### src/rtl/reaction_timer_pkg.sv
// Shared definitions for the reaction timer: FSM states, light patterns and BCD helpers.
package reaction_timer_pkg;

  typedef enum logic [2:0] {
    IDLE   = 3'd0,
    ARMING = 3'd1,
    FULL   = 3'd2,
    TIMING = 3'd3,
    DONE   = 3'd4,
    FAULT  = 3'd5
  } state_e;

  localparam logic [7:0] LIGHTS_ALL_ON = 8'hFF;
  localparam logic [7:0] LIGHTS_OFF    = 8'h00;

  // Four packed decimal digits of a value below 10000.
  function automatic logic [15:0] bin_to_bcd16(input int unsigned v);
    logic [15:0] r;
    r[3:0]   = 4'(v % 32'd10);
    r[7:4]   = 4'((v / 32'd10) % 32'd10);
    r[11:8]  = 4'((v / 32'd100) % 32'd10);
    r[15:12] = 4'((v / 32'd1000) % 32'd10);
    return r;
  endfunction

  function automatic logic [15:0] bcd_inc16(input logic [15:0] v);
    logic [15:0] r;
    logic        carry;
    r     = v;
    carry = 1'b1;
    for (int i = 0; i < 4; i++) begin
      if (carry) begin
        if (r[4*i +: 4] == 4'd9) begin
          r[4*i +: 4] = 4'd0;
        end else begin
          r[4*i +: 4] = r[4*i +: 4] + 4'd1;
          carry       = 1'b0;
        end
      end
    end
    return r;
  endfunction

endpackage

### src/rtl/reaction_timer_rt_counter.sv
// Saturating tick counter; decimal (BCD) or binary increment chosen by REACTION_TIMER_BCD_OUT_EN.
module rt_counter
  import reaction_timer_pkg::*;
#(
  parameter int               WIDTH = 16,
  parameter logic [WIDTH-1:0] LIMIT = '1
) (
  input  logic             clk,
  input  logic             rst,
  input  logic             clear_i,
  input  logic             inc_i,
  output logic [WIDTH-1:0] count_o,
  output logic [WIDTH-1:0] count_d_o
);

  logic [WIDTH-1:0] count_q;
  logic [WIDTH-1:0] count_d;
  logic [WIDTH-1:0] count_inc;

`ifdef REACTION_TIMER_BCD_OUT_EN
  assign count_inc = bcd_inc16(count_q);
`else
  assign count_inc = count_q + {{(WIDTH-1){1'b0}}, 1'b1};
`endif

  // Next count: clear wins, then a tick below the limit; the limit is sticky.
  always_comb begin
    count_d = count_q;
    if (clear_i) begin
      count_d = '0;
    end else if (inc_i && (count_q < LIMIT)) begin
      count_d = count_inc;
    end else begin
      count_d = count_q;
    end
  end

  // Counter register.
  always_ff @(posedge clk) begin
    if (rst) begin
      count_q <= '0;
    end else begin
      count_q <= count_d;
    end
  end

  assign count_o   = count_q;
  assign count_d_o = count_d;

endmodule

### src/rtl/reaction_timer.sv
// Measures ticks from lights-out to button press and flags jump starts.
// Define REACTION_TIMER_BCD_OUT_EN for a four-digit BCD result (WIDTH must be 16).
module reaction_timer
  import reaction_timer_pkg::*;
#(
  parameter int WIDTH = 16,
  parameter int MAX_T = 9999
) (
  input  logic             clk,
  input  logic             rst,
  input  logic             en,
  input  logic [7:0]       lights,
  input  logic             btn,
  input  logic             clr,
  output logic [WIDTH-1:0] rt,
  output logic             valid,
  output logic             false_start,
  output logic             busy
);

`ifdef REACTION_TIMER_BCD_OUT_EN
  localparam logic [WIDTH-1:0] LIMIT = bin_to_bcd16(int unsigned'(MAX_T));
`else
  localparam logic [WIDTH-1:0] LIMIT = WIDTH'(MAX_T);
`endif

  state_e           state_q, state_d;
  logic             btn_q;
  logic             press;
  logic [WIDTH-1:0] rt_q, rt_d;
  logic             valid_q, valid_d;
  logic             fs_q, fs_d;
  logic             busy_d;
  logic [WIDTH-1:0] cnt_unused;
  logic [WIDTH-1:0] cnt_d;

  assign press = btn & ~btn_q;

  // Counter stays at zero outside TIMING so it starts fresh at lights-out.
  rt_counter #(
    .WIDTH (WIDTH),
    .LIMIT (LIMIT)
  ) u_counter (
    .clk       (clk),
    .rst       (rst),
    .clear_i   (state_q != TIMING),
    .inc_i     ((state_q == TIMING) && en),
    .count_o   (cnt_unused),
    .count_d_o (cnt_d)
  );

  // Sequencing FSM and next values of the registered outputs.
  always_comb begin
    state_d = state_q;
    rt_d    = rt_q;
    valid_d = valid_q;
    fs_d    = fs_q;
    if (clr) begin
      state_d = IDLE;
      rt_d    = '0;
      valid_d = 1'b0;
      fs_d    = 1'b0;
    end else begin
      case (state_q)
        IDLE: begin
          if (lights != LIGHTS_OFF) state_d = ARMING;
          else                      state_d = IDLE;
        end
        ARMING: begin
          if (press)                         state_d = FAULT;
          else if (lights == LIGHTS_ALL_ON)  state_d = FULL;
          else if (lights == LIGHTS_OFF)     state_d = IDLE;
          else                               state_d = ARMING;
        end
        FULL: begin
          if (press)                      state_d = FAULT;
          else if (lights == LIGHTS_OFF)  state_d = TIMING;
          else                            state_d = FULL;
        end
        TIMING: begin
          if (press) begin
            state_d = DONE;
            rt_d    = cnt_d;
            valid_d = 1'b1;
          end else if (cnt_d == LIMIT) begin
            state_d = DONE;
            rt_d    = LIMIT;
            valid_d = 1'b1;
          end else begin
            state_d = TIMING;
          end
        end
        DONE, FAULT: begin
          if (lights != LIGHTS_OFF) begin
            state_d = ARMING;
            rt_d    = '0;
            valid_d = 1'b0;
            fs_d    = 1'b0;
          end else begin
            state_d = state_q;
          end
        end
        default: begin
          state_d = IDLE;
          rt_d    = '0;
          valid_d = 1'b0;
          fs_d    = 1'b0;
        end
      endcase
      // Entering FAULT from ARMING or FULL raises the flag and drops any result.
      if ((state_d == FAULT) && (state_q != FAULT)) begin
        fs_d    = 1'b1;
        rt_d    = '0;
        valid_d = 1'b0;
      end else begin
        fs_d = fs_d;
      end
    end
    busy_d = (state_d == ARMING) || (state_d == FULL) || (state_d == TIMING);
  end

  // State, button history and output registers.
  always_ff @(posedge clk) begin
    if (rst) begin
      state_q <= IDLE;
      btn_q   <= 1'b0;
      rt_q    <= '0;
      valid_q <= 1'b0;
      fs_q    <= 1'b0;
      busy    <= 1'b0;
    end else begin
      state_q <= state_d;
      btn_q   <= btn;
      rt_q    <= rt_d;
      valid_q <= valid_d;
      fs_q    <= fs_d;
      busy    <= busy_d;
    end
  end

  assign rt          = rt_q;
  assign valid       = valid_q;
  assign false_start = fs_q;

endmodule

### config.mk
export PLATFORM = sky130hd
export DESIGN_NAME = reaction_timer
export DESIGN_NICKNAME = d
export VERILOG_FILES = /design/src/rtl/reaction_timer_pkg.sv /design/src/rtl/reaction_timer_rt_counter.sv /design/src/rtl/reaction_timer.sv
export SDC_FILE = /design/constraint.sdc
export NUM_CORES = 1
export LEC_CHECK = 0
export CORE_MARGIN = 5
export CORE_UTILIZATION = 50
export CTS_BUF_LIST = sky130_fd_sc_hd__clkbuf_2
export CTS_CLUSTER_DIAMETER = 200
export DETAILED_ROUTE_END_ITERATION = 8
export PLACE_DENSITY_LB_ADDON = 0.3
export SLEW_MARGIN = 20
export SYNTH_ARGS = -nofsm -noshare
export SYNTH_HDL_FRONTEND = slang
export SYNTH_SLANG_ARGS = --single-unit
### constraint.sdc
create_clock -name clk -period 3.15 [get_ports clk]
set_clock_uncertainty 0.1 [all_clocks]
set_input_delay 0.7875 -clock clk [delete_from_list [all_inputs] [get_ports clk]]
set_output_delay 0.7875 -clock clk [all_outputs]
set_load 0.02 [all_outputs]
# Word level (Yosys, flattened, before mapping)

Index checks and enable logic that the tools add are counted.
W data, S select, Z words.

Bits in registers: 39
Bits in latches: 0
Bits in writable memories: 0
Bits in read-only memories: 0
Bits of input ports: 13
Output and inout port bits: 19
Word-level logic and storage cells: 68
Memories kept: 0

Add/subtract/negate cells: 1
$mul: 0
Divide/modulo/power cells: 0
Order comparisons: 1
Equal/unequal tests: 17
Shifts and indexed selects: 0
Muxes and demuxes: 24
Bitwise operators: 3
Reductions and logical operators: 15

Operators with widths:

| kind                    | number |
|---|---|
| $mux W16                | 5 |
| $pmux W16 S3            | 1 |
| $mux W3                 | 7 |
| $add A16 B1 Y16 const B | 1 |
| $eq A16 B14 Y1 const B  | 1 |
| $lt A16 B14 Y1 const B  | 1 |
| $pmux W3 S5             | 1 |
| $eq A3 B2 Y1 const B    | 4 |
| $eq A3 B3 Y1 const B    | 3 |
| $eq A8 B8 Y1 const B    | 1 |
| $logic_not A8 Y1        | 1 |
| $reduce_bool A8 Y1      | 1 |
| $mux W1                 | 7 |
| $eq A3 B1 Y1 const B    | 2 |
| $ne A3 B2 Y1 const B    | 2 |
| $ne A3 B3 Y1 const B    | 2 |
| $reduce_or A3 Y1        | 2 |
| $reduce_or A2 Y1        | 2 |
| $reduce_or A4 Y1        | 1 |
| $logic_and A1 B1 Y1     | 3 |
| $logic_not A3 Y1        | 1 |
| $pmux W1 S3             | 1 |
| $reduce_and A3 Y1       | 1 |
| $logic_or A1 B1 Y1      | 2 |
| 7 further kinds         | 8 |

# Longest topological paths before layout

Depth in word-level cells: 14
Depth in mapped cells: 11
Depth with buffers taken out: 9

# By module

From an unflattened synthesis, not the netlist that was laid out.

Cell total of the unflattened synthesis: 237
Area total of the unflattened synthesis: 2187.1 µm²

By module, submodules not included:

| module         | instances | cells an instance | area an instance (µm²) | seq. area each (µm²) |
|---|---|---|---|---|
| rt_counter     | 1         | 135               | 1163.6                 | 320.3 |
| reaction_timer | 1         | 102               | 1023.5                 | 460.4 |

# Worst setup path before layout

Ideal clock, no wire load.

Path type: reg2reg
From: register u_counter.count_q[0], in the netlist u_counter.count_o[0]
To: register rt_q[14], in the netlist rt[14]
Setup time: 117 ps
Arrival: 2871 ps
Required time: 2933 ps
Setup slack: 62 ps
Cell stages (with the launch flop): 12
Buffers on the path: 2
Period minus slack after synthesis: 3088 ps
Cell sequence: dfxtp_1 > ha_1 > and3_1 > o2111a_1 > buf_6 > nor4_1 > mux2i_1 > nor4b_4 > nand4_4 > a21bo_1 > buf_6 > a22o_1

Cells in the longest elaborated chain, start to end: 12
Elaborated cells between the ends (all ways): 17
Classes of those cells: add/sub (1); order compare (1); eq/ne (3); mux (8); reduce/logical (4)

Ends and longest elaborated chain:

| element                    | line                            | source |
|---|---|---|
| from (decl)                | reaction_timer_rt_counter.sv:16 | `logic [WIDTH-1:0] count_q;` |
| from (signal assigned)     | reaction_timer_rt_counter.sv:43 | `count_q <= count_d;` |
| $lt A16 B14 Y1             | reaction_timer_rt_counter.sv:31 | `end else if (inc_i && (count_q < LIMIT)) begin` |
| $logic_and A1 B1 Y1        | reaction_timer_rt_counter.sv:31 |  |
| $mux W16 (*)               | reaction_timer_rt_counter.sv:31 |  |
| $mux W16 (*)               | reaction_timer_rt_counter.sv:29 | `if (clear_i) begin` |
| $eq A16 B14 Y1             | reaction_timer.sv:85            | `end else if (cnt_d == LIMIT) begin` |
| $mux W3                    | reaction_timer.sv:85            |  |
| $mux W3                    | reaction_timer.sv:81            | `if (press) begin` |
| $pmux W3 S5                | reaction_timer.sv:64            | `case (state_q)` |
| $mux W3                    | reaction_timer.sv:58            | `if (clr) begin` |
| $eq A3 B3 Y1               | reaction_timer.sv:111           | `if ((state_d == FAULT) && (state_q != FAULT)) begin` |
| $logic_and A1 B1 Y1        | reaction_timer.sv:111           |  |
| $reduce_or A3 Y1 (no line) | n/a                             |  |
| to (signal assigned)       | reaction_timer.sv:134           | `rt_q <= rt_d;` |
| to (decl)                  | reaction_timer.sv:30            | `logic [WIDTH-1:0] rt_q, rt_d;` |

Every way passes the cells marked *; elsewhere a longest branch is shown, timed or not. The select of a mux whose other input is x is not followed.
A chain may end at the register's enable or synchronous reset.

# Final worst setup path

From: register u_counter.count_q[7], in the netlist u_counter.count_o[7]
To: register rt_q[5], in the netlist rt[5]

Same word-level chain as after synthesis.

==> out/metrics.csv <==
metric,value,unit
via count,1811,
Max clock buf depth,2,
number of port buffers,31,
peak supply drop,0.000272,V
Critical Path Start Type,flip-flop,
Int Pwr,0.653,mW
Synth Cell Area,2000,µm²
met2 Use GR,0.304,
main combinational cell family by area after synthesis,simple AND/OR/NAND/NOR gates,
First-pass DRT Iterations,4,
final period utilization,0.952,
largest net degree at the start of global routing,14,
"CP delay by family, top",simple AND/OR/NAND/NOR gates,
post-route insts no fill,333,
Slew @ Worst Pin,0.516,ns
met3 global-route usage,0.0303,
final instance area,2510,µm²
Slew Limit Fails,0,
post-DR wirelength/cell,14.3,µm
Max stage delay on crit path,0.54,ns
total wire length,4780,µm
die height,73.2,µm
grt met1 use,0.269,
count of cell types in the netlist,49,
WP data arrival,3.20,ns
class of the worst hold path,flip-flop to flip-flop,
Post-synth EDFFs,0,
area of placed instances,2440,µm²
diodes inserted,0,
ys async rst share,0,
Die X,73.2,µm
CP Capture Type,flip-flop,
Antenna Violating Nets Remaining,0,
grt total ovfl,0,
"commonest non-fill, non-tap cells in the layout","dfxtp_1, nor2_1, nand2_1",
critical setup path kind,flip-flop to flip-flop,
Switching Power,0.184,mW
register area share after synthesis,0.391,
CTS tree,done,
Tot GR Track Use,0.196,
antenna violations before repair,0,
root buf cell,clkbuf_2,
Clock Power Share,0.342,
setup TNS,0,ns
Final Util,0.636,
mux share of post-synthesis cell area,0.0201,
dpl cells,325,
Worst EP required,3.36,ns
Crit path buffers/inverters,1,
placed wire-length estimate,3670,µm
area share of and/or/nand/nor cells after synthesis,0.343,
proportion of layout cells with a drive suffix above 1,0.124,
yosys warns,0,
max_slew headroom,0.656,
final setup vio count,0,
XOR/XNOR share of the synthesized area,0.0570,
via count of the first global-routing pass,1758,
Tmin final,3.00,ns
I/O pin cnt,32,
status,"complete, no violations",
PD cells,334,nW/µm²
RSZ-0062 raised after global routing,false,
Synth top area share,0.391,
Synth Register Bits,39,
H-tree depth,2,
clk sink count,39,
largest cells by area after synthesis,"dfxtp_1, nor2_1, nand2_1",
clock latency on the worst-skew pair,0.40,ns
syn_nets,252,
Syn Inst Count,238,
Syn Area/Cell,8.39,µm²
CTS resizes,0,
Critical Path Slowest Stage Cell,or4_1,
Yosys top cell by area,dfxtp_1,
Reg power frac,0.597,
Initial Utilization,0.507,
leakage power,0.915,nW
Area Growth Syn to Fin,25.6,%
post-synthesis adder-cell area fraction,0.00627,
Clock transition at path regs,0.17,ns
die area,5360,µm²
Top Usage Layer GRT,met2,
CTS Buf Count,5,
DRT iter0 DRCs,98,
hold_buf cts,0,
Switching Share,0.220,
Min Hold Slack,0.361,ns
worst path cell trace,or4_1 > o2111a_1 > nor4_1 > buf_4 > mux2i_2 > nor4b_4 > nand4_4 > a21bo_1 > a21o_1,
Row Count,23,
fmax,334,MHz
DRC,0,
Via density,5.44,
total power,0.837,mW
Post-synth top flop,dfxtp_1,
first-pass GRT wire length,8070,µm
Post-Place Setup Slack,-0.0368,ns
max-cap viol count,0,
core footprint,3940,µm²
gpl congestion,0.901,
Comb pwr share,0.061,
postcts setup bufs,0,
Final Hold Vio Count,0,
setup ws final,0.152,ns
Layout Nets,296,
Max Fanout on Critical Path,8,
Synth Area in Compound Gates,0.148,
"most common cell after layout, fill and taps aside",dfxtp_1,
## kinds of logic (layout without fill, tap and decap cells)
kind of cell / after synthesis / in the layout
AND/OR/NAND/NOR: 125 / 125
flip-flops: 39 / 39
AO/OA/AOI/OAI: 42 / 42
multiplexers: 4 / 4
adder cells (fa/ha/maj): 1 / 1
buffers and inverters: 14 / 59
XOR/XNOR: 13 / 13
## worst reg2reg max path, delay by kind of cell, from the launching register on
kind	cells	cell delay [ns]
compound gates	3	0.81
buf+inv	1	0.17
flops	1	0.37
mux	1	0.23
simple gates	4	1.23
## worst paths after layout
path	slack, ns	endpoint	start	depth (start not counted)
max	0.15	rt[5]	u_counter.count_o[7]	9
min	0.36	u_counter.count_o[15]	u_counter.count_o[15]	2
max reg2reg	0.15	rt[5]	u_counter.count_o[7]	9
min reg2reg	0.36	u_counter.count_o[15]	u_counter.count_o[15]	2
## power by group through the flow
stage	Combinational (mW)	Sequential [mW]	Clock [mW]
2_1_floorplan	0.0248	0.509	0
3_3_place_gp	0.0506	0.510	0
3_5_place_dp	0.0510	0.510	0
4_1_cts	0.0512	0.500	0.293
5_1_grt	0.0559	0.501	0.315
6_report	0.0512	0.500	0.287
## sequential cells by signal (all words and copies together), names as in the netlist
name	count
btn_q	1
busy	1
false_start	1
rt	16
state_q	3
u_counter.count_o	16
valid	1
## area by class of cell
type | instances | area [µm²]
inverters | 4 | 15.0
well taps | 50 | 62.6
clock inverters | 3 | 38.8
multi-input cells | 185 | 1150
clock buffers | 5 | 25.0
fillers | 334 | 1440
repair buffers | 47 | 430
flip-flops and latches | 39 | 783
## cells in the mapped netlist, types with 2 or more instances
cell type	number
buf_6	2
a32o_1	2
o2111ai_1	2
and2_1	3
xor2_1	2
nand2_1	32
nor4_4	2
mux2i_1	4
dfxtp_1	39
nand2b_1	3
clkbuf_1	8
nand3_1	8
o2bb2ai_1	6
o21ai_0	9
a21oi_1	11
inv_1	4
nor2b_1	5
nor4_1	6
a22o_1	2
xnor2_1	11
and3_1	5
nor3_1	7
nand4_1	4
nor2_1	36
## per-layer routing
metal / vias up / wire (µm)
met5: - / 0
li1: 938 / -
met1: 823 / 2330
met3: 8 / 204
met4: 0 / 78
met2: 42 / 2160
No activity file was read; power rests on OpenSTA's default activity.
